--- src/rtl/murax_reset_seq.sv ---
// murax_reset_seq: PLL-lock + debounced GRESET reset sequencer for Murax.
// Optional io_resetCause port/register: define MURAX_RESET_CAUSE_EN.
module murax_reset_seq #(
  parameter int SYNC_STAGES     = 2,
  parameter int DEBOUNCE_CYCLES = 1024,
  parameter int HOLD_CYCLES     = 255,
  parameter int CNT_WIDTH       = 16
) (
  input  logic       io_mainClk,
  input  logic       io_asyncResetn,
  input  logic       io_greset,
  output logic       io_reset,
  output logic       io_ready
`ifdef MURAX_RESET_CAUSE_EN
  ,
  output logic [1:0] io_resetCause
`endif
);

  typedef enum logic [1:0] {
    S_HOLD,
    S_RUN,
    S_ARMED
  } state_t;

  localparam logic [CNT_WIDTH-1:0] DEB_LAST =
    CNT_WIDTH'(DEBOUNCE_CYCLES - 1);
  localparam logic [CNT_WIDTH-1:0] HOLD_LAST =
    CNT_WIDTH'(HOLD_CYCLES - 1);
  localparam logic [CNT_WIDTH-1:0] CNT_MAX = '1;
  localparam logic [CNT_WIDTH-1:0] CNT_ONE = CNT_WIDTH'(1);

  logic [SYNC_STAGES-1:0] arst_sync;
  logic [SYNC_STAGES-1:0] btn_sync;
  logic                   core_en;
  logic                   s;
  logic                   d;
  logic                   d_q;
  logic                   rel;
  logic [CNT_WIDTH-1:0]   deb_cnt;
  logic [CNT_WIDTH-1:0]   deb_inc;
  logic [CNT_WIDTH-1:0]   hold_cnt;
  logic [CNT_WIDTH-1:0]   hold_inc;
  logic [CNT_WIDTH-1:0]   hold_nxt;
  state_t                 state;
  state_t                 state_nxt;

  assign core_en  = arst_sync[SYNC_STAGES-1];
  assign s        = btn_sync[SYNC_STAGES-1];
  assign deb_inc  = (deb_cnt == CNT_MAX) ? deb_cnt
                                         : deb_cnt + CNT_ONE;
  assign hold_inc = (hold_cnt == CNT_MAX) ? hold_cnt
                                          : hold_cnt + CNT_ONE;

  // PLL lock release enters the clock domain through a flop chain
  always_ff @(posedge io_mainClk or negedge io_asyncResetn) begin
    if (!io_asyncResetn)
      arst_sync <= '0;
    else
      arst_sync <= {arst_sync[SYNC_STAGES-2:0], 1'b1};
  end

  // button sync, debounce, and one-cycle pulse on debounced release
  always_ff @(posedge io_mainClk or negedge io_asyncResetn) begin
    if (!io_asyncResetn) begin
      btn_sync <= '0;
      d        <= 1'b0;
      d_q      <= 1'b0;
      rel      <= 1'b0;
      deb_cnt  <= '0;
    end else if (core_en) begin
      btn_sync <= {btn_sync[SYNC_STAGES-2:0], io_greset};
      d_q      <= d;
      rel      <= d_q & ~d;
      if (s == d) begin
        deb_cnt <= '0;
      end else if (deb_inc == DEB_LAST) begin
        d       <= s;
        deb_cnt <= '0;
      end else begin
        deb_cnt <= deb_inc;
      end
    end
  end

  // next state; a release always (re)starts the full hold window
  always_comb begin
    state_nxt = state;
    hold_nxt  = hold_cnt;
    unique case (state)
      S_HOLD: begin
        if (rel) begin
          hold_nxt = '0;
        end else if (hold_cnt == HOLD_LAST) begin
          hold_nxt  = '0;
          state_nxt = d ? S_ARMED : S_RUN;
        end else begin
          hold_nxt = hold_inc;
        end
      end
      S_RUN: begin
        if (rel) begin
          state_nxt = S_HOLD;
          hold_nxt  = '0;
        end else if (d) begin
          state_nxt = S_ARMED;
        end
      end
      S_ARMED: begin
        if (rel) begin
          state_nxt = S_HOLD;
          hold_nxt  = '0;
        end
      end
      default: begin
        state_nxt = S_HOLD;
        hold_nxt  = '0;
      end
    endcase
  end

  // state, hold counter and outputs decoded from the next state
  always_ff @(posedge io_mainClk or negedge io_asyncResetn) begin
    if (!io_asyncResetn) begin
      state    <= S_HOLD;
      hold_cnt <= '0;
      io_reset <= 1'b1;
      io_ready <= 1'b0;
    end else if (core_en) begin
      state    <= state_nxt;
      hold_cnt <= hold_nxt;
      io_reset <= (state_nxt == S_HOLD);
      io_ready <= (state_nxt == S_RUN);
    end
  end

`ifdef MURAX_RESET_CAUSE_EN
  // last reset source: PLL/power on async clear, button on release
  always_ff @(posedge io_mainClk or negedge io_asyncResetn) begin
    if (!io_asyncResetn)
      io_resetCause <= 2'b01;
    else if (core_en && rel)
      io_resetCause <= 2'b10;
  end
`endif

endmodule

--- config.mk ---
export PLATFORM = sky130hd
export DESIGN_NAME = murax_reset_seq
export DESIGN_NICKNAME = d
export VERILOG_FILES = /design/src/rtl/murax_reset_seq.sv
export SDC_FILE = /design/constraint.sdc
export NUM_CORES = 1
export LEC_CHECK = 0
export CAP_MARGIN = 40
export CORE_MARGIN = 3
export CORE_UTILIZATION = 45
export CTS_CLUSTER_DIAMETER = 100
export CTS_CLUSTER_SIZE = 25
export DETAILED_ROUTE_END_ITERATION = 12
export HOLD_SLACK_MARGIN = 0.06
export MAX_ROUTING_LAYER = met4
export PLACE_DENSITY = 0.71
export SLEW_MARGIN = 10
export SYNTH_ARGS = -nofsm -noshare
export SYNTH_HDL_FRONTEND = slang
export SYNTH_SLANG_ARGS = --single-unit
--- constraint.sdc ---
create_clock -name io_mainClk -period 6.05 [get_ports io_mainClk]
set_input_delay 1.21 -clock io_mainClk [delete_from_list [all_inputs] [get_ports io_mainClk]]
set_output_delay 1.21 -clock io_mainClk [all_outputs]
set_load 0.03 [all_outputs]
### Yosys cells after proc, flatten, opt, wreduce, memory -nomap -nowiden

Cells that the tools add are included.

* bits of input ports: 3
* output and inout bits: 2
* logic and storage cells: 45
* register bits: 43

* reduce and logical (&&, ||, !) cells: 5
* mux-type cells: 15
* add/subtract/negate cells: 2
* equal/unequal tests: 10
* bitwise logic cells: 3

Operators by type and width (count)
* $mux W16: 7
* $add A16 B1 Y16 const B: 2
* $eq A16 B16 Y1 const B: 2
* $pmux W16 S2: 1
* $eq A16 B10 Y1 const B: 1
* $eq A16 B8 Y1 const B: 1
* $mux W2: 6
* $pmux W2 S3: 1
* $reduce_and A3 Y1: 2
* $eq A2 B1 Y1 const B: 2
* $logic_not A2 Y1: 2
* $ne A4 B4 Y1 const B: 1
* $eq A2 B2 Y1 const B: 1
* $ne A2 B1 Y1 const B: 1
* $not A1 Y1: 2
* $reduce_or A2 Y1: 1
* $and A1 B1 Y1: 1
* $eq A1 B1 Y1: 1

### Depth between registers and ports, before layout

* depth after elaboration: 5
* mapped depth: 9

### Least setup slack after synthesis

No wires, ideal clock.

* kind: flip-flop to flip-flop
* start: register deb_cnt[0]
* end: register deb_cnt[0]
* required time: 5.925 ns
* setup slack: 3.350 ns
* arrival time: 2.575 ns
* setup time: 0.125 ns
* stages on the path, launching flop included: 10
* cell sequence: dfrtp_1 > ha_1 > buf_2 > nand4_4 > nor4_1 > mux2i_1 > o211ai_1 > o41ai_4 > o21ai_2 > mux2_4

* longest elaborated chain between the ends: 5

RTL lines
* start, declared: RTL line 40 `logic [CNT_WIDTH-1:0] deb_cnt;`
* start signal, assigned: RTL line 81 `deb_cnt <= deb_inc;`
* $add A16 B1 Y16 or $eq A16 B16 Y1 (tied branches): RTL line 51, 50
* $mux W16 (*): RTL line 50 `assign deb_inc = (deb_cnt == CNT_MAX) ? deb_cnt`
* $eq A16 B10 Y1: RTL line 77 `end else if (deb_inc == DEB_LAST) begin`
* $mux W16 (*): RTL line 77
* $mux W16 (*): RTL line 75 `if (s == d) begin`

Mark *: on every way between the ends. The rest lies on a longest branch, timed or not.
A chain may end at the register's enable or synchronous reset.

### Worst setup path in the final report

Ends and elaborated chain as after synthesis.

==> qor.txt <==
largest net degree at the start of global routing: 37
Starting Density: 48.3%
Detailed Route Iter0 Violations: 108
DR DRC count: 0
# hold bufs at CTS: 0
synth unique cells: 68
YS warnings: 0
final hold violations: 0
Final Cell Area: 0.00292 mm^2
max frequency: 0.312 GHz
Syn-to-layout area delta: 5.14%
fraction of layout instances using a drive strength above 1: 12.8%
Peak VDD IR: 0.101 mV
final non-filler cell total: 369
cell-by-cell trace of the critical path: ha_1 > nand4_4 > nor4_1 > mux2i_1 > o211ai_1 > o41ai_4 > o21ai_2 > mux2_4
I/O Pins: 5
Sink Count: 43
register bit total from synthesis: 43
ys async rst share: 100%
Area contributors post-synth: dfrtp_1, nor2_1, a21oi_1
final net count: 306
remaining antenna violation count: 0
post-synth top area share: 37.9%
H-tree Lvls: 2
Crit. End Element: flip-flop
ratio of final minimum period to clock period: 53.0%
Slew Viols, Final: 0
row count: 27
CTS tree: done
DR WL/cell: 15.0 um
TNS Setup: 0 ns
clock tree buffer depth: 2
Syn Nets: 307
all-layer global routing usage: 17.2%
Final Skew: 0.0116 ns
Crit Path Class: flip-flop to flip-flop
Post-synth EDFFs: 0
number of global-route vias before repair: 2,026
fillcell total: 530
Hold Path Class: flip-flop to flip-flop
Die ar.: 0.00715 mm^2
core area: 0.00574 mm^2
diodes inserted: 0
setup violators final: 0
Synth Flop Type: dfrtp_1
gr ovfl total: 0
Yosys top cell by area: dfrtp_1
mean post-synth cell area: 9.34 um^2
Resize count post-CTS: 0
first-pass GRT wire length: 9.78 mm
CTS buffer count: 5
postcts setup bufs: 0
die extent in x: 84.5 um
worst-path fanout max: 10
via/cell ratio: 6.01
leakage: 1.21 nW
Slowest-stage cell, CP: o41ai_4
Worst setup SP type: flip-flop
crit-path max cell delay: 0.63 ns
initial antenna violation count: 0
FF-to-FF path depth: 8
final wirelength: 5.54 mm
CTS Root Cell: clkbuf_8
dpl hpwl: 3.97 mm
area of placed instances: 0.00281 mm^2
chip height: 84.5 um
RSZ-0062 raised after global routing: false
most frequent cells after synthesis: dfrtp_1, nor2_1, nand2_1
Final Critical Period: 3.21 ns
most frequent cell after synthesis: dfrtp_1
routed vias: 2,216
Final Wtd Congestion: 0.896
Syn Inst Count: 297
Worst EP required: 6.25 ns
outcome: finished clean
PortBufs: 4
Syn Std Cell Area: 0.00278 mm^2
Seq/Total Area, Yosys: 38.8%
P per Cell Area: 225 mW/mm^2
Max Cap Viol: 0
Crit path arrival time: 3.40 ns
Placed Cells: 361
number of detailed-route iterations in the first pass: 4
clk slew on worst S/H paths: 0.09 ns
Worst Hold Path Cells: 0
Least-Margin Pin Slew: 0.638 ns
Worst-Skew Late Latency: 0.30 ns
max_slew headroom: 57.4%
cell usage in the layout (no fill, tap or decap), drive strengths merged, types with 5 or more instances in the layout:
master / synthesis / routed
xnor2: 9 / 9
dfrtp: 42 / 42
nand2: 22 / 22
nor2: 27 / 27
clkbuf: 10 / 5
ha: 7 / 7
or3: 7 / 7
a21oi: 20 / 20
nand4: 11 / 11
o21a: 5 / 5
mux2: 6 / 6
nand3: 13 / 13
nor4: 7 / 7
inv: 12 / 12
nor3: 15 / 15
o21ai: 19 / 19
o22ai: 5 / 5
where the power goes:
part	switching, mW	internal, mW
clock network	0.107	0.123
logic	0.0499	0.0400
registers	0.0263	0.309
total	0.184	0.472
path summary, 6_finish.rpt:
kind / start / to / slack [ns]
min in group asynchronous: io_asyncResetn / deb_cnt[13] / 0.79
worst max register to register: deb_cnt[0] / deb_cnt[0] / 2.84
worst min-delay path: arst_sync[0] / arst_sync[1] / 0.36
max in group asynchronous: io_asyncResetn / io_reset / 4.73
worst max-delay path: deb_cnt[0] / deb_cnt[0] / 2.84
worst min register to register: arst_sync[0] / arst_sync[1] / 0.36
logic make-up after synthesis:
kind of cell / after synthesis / synth area share (%)
AOI/OAI and AO/OA: 78 / 19.5
DFF: 43 / 38.8
other: 1 / 0.135
and+or+nand+nor: 120 / 24.6
muxes: 9 / 3.65
buffers and inverters: 26 / 6.04
adders and majority gates: 7 / 3.16
xor gates and xnor gates: 13 / 4.10
final cells by class:
| class | count | area (um^2) | area share (%) |
|---|---|---|---|
| Tap cell | 72 | 90.1 | 3.09 |
| Multi-Input combinational cell | 228 | 1530 | 52.4 |
| Timing Repair Buffer | 6 | 62.6 | 2.14 |
| Inverter | 12 | 45.0 | 1.54 |
| Sequential cell | 43 | 1080 | 36.9 |
| Clock buffer | 5 | 68.8 | 2.36 |
| Clock inverter | 3 | 43.8 | 1.50 |
metal layers:
layer / GRT usage, % / vias to the layer above / wire length, um
met5: - / - / 0
met4: 3.88 / 0 / 46
met3: 4.61 / 4 / 245
met2: 26.5 / 47 / 2680
met1: 22.7 / 1070 / 2570
li1: - / 1095 / -
metrics by stage:
stage | setup slack, ns | power, mW | hold WS (ns) | utilization (%)
6_report | 2.84 | 0.656 | 0.357 | 50.8
5_1_grt | 2.58 | 0.692 | 0.372 | 50.8
4_1_cts | 2.88 | 0.661 | 0.360 | 50.8
3_5_place_dp | 2.89 | 0.431 | 0.341 | 48.8
3_3_place_gp | 2.99 | 0.426 | 0.332 | 48.5
2_1_floorplan | 3.35 | 0.405 | 0.331 | -
flip-flops by register name, indices dropped and copies added, names as in the netlist:
register	count
d_q	1
state	2
arst_sync	2
io_reset	1
btn_sync	2
deb_cnt	16
d	1
rel	1
hold_cnt	16
io_ready	1
worst max-delay path, delay by kind of cell (launching register included):
family / cells / cell delay [ns]
mux: 2 / 0.59
compound gates: 3 / 0.90
flops: 1 / 0.49
fa+ha+maj: 1 / 0.41
simple gates: 2 / 0.71
No activity file was read; power rests on OpenSTA's default activity.
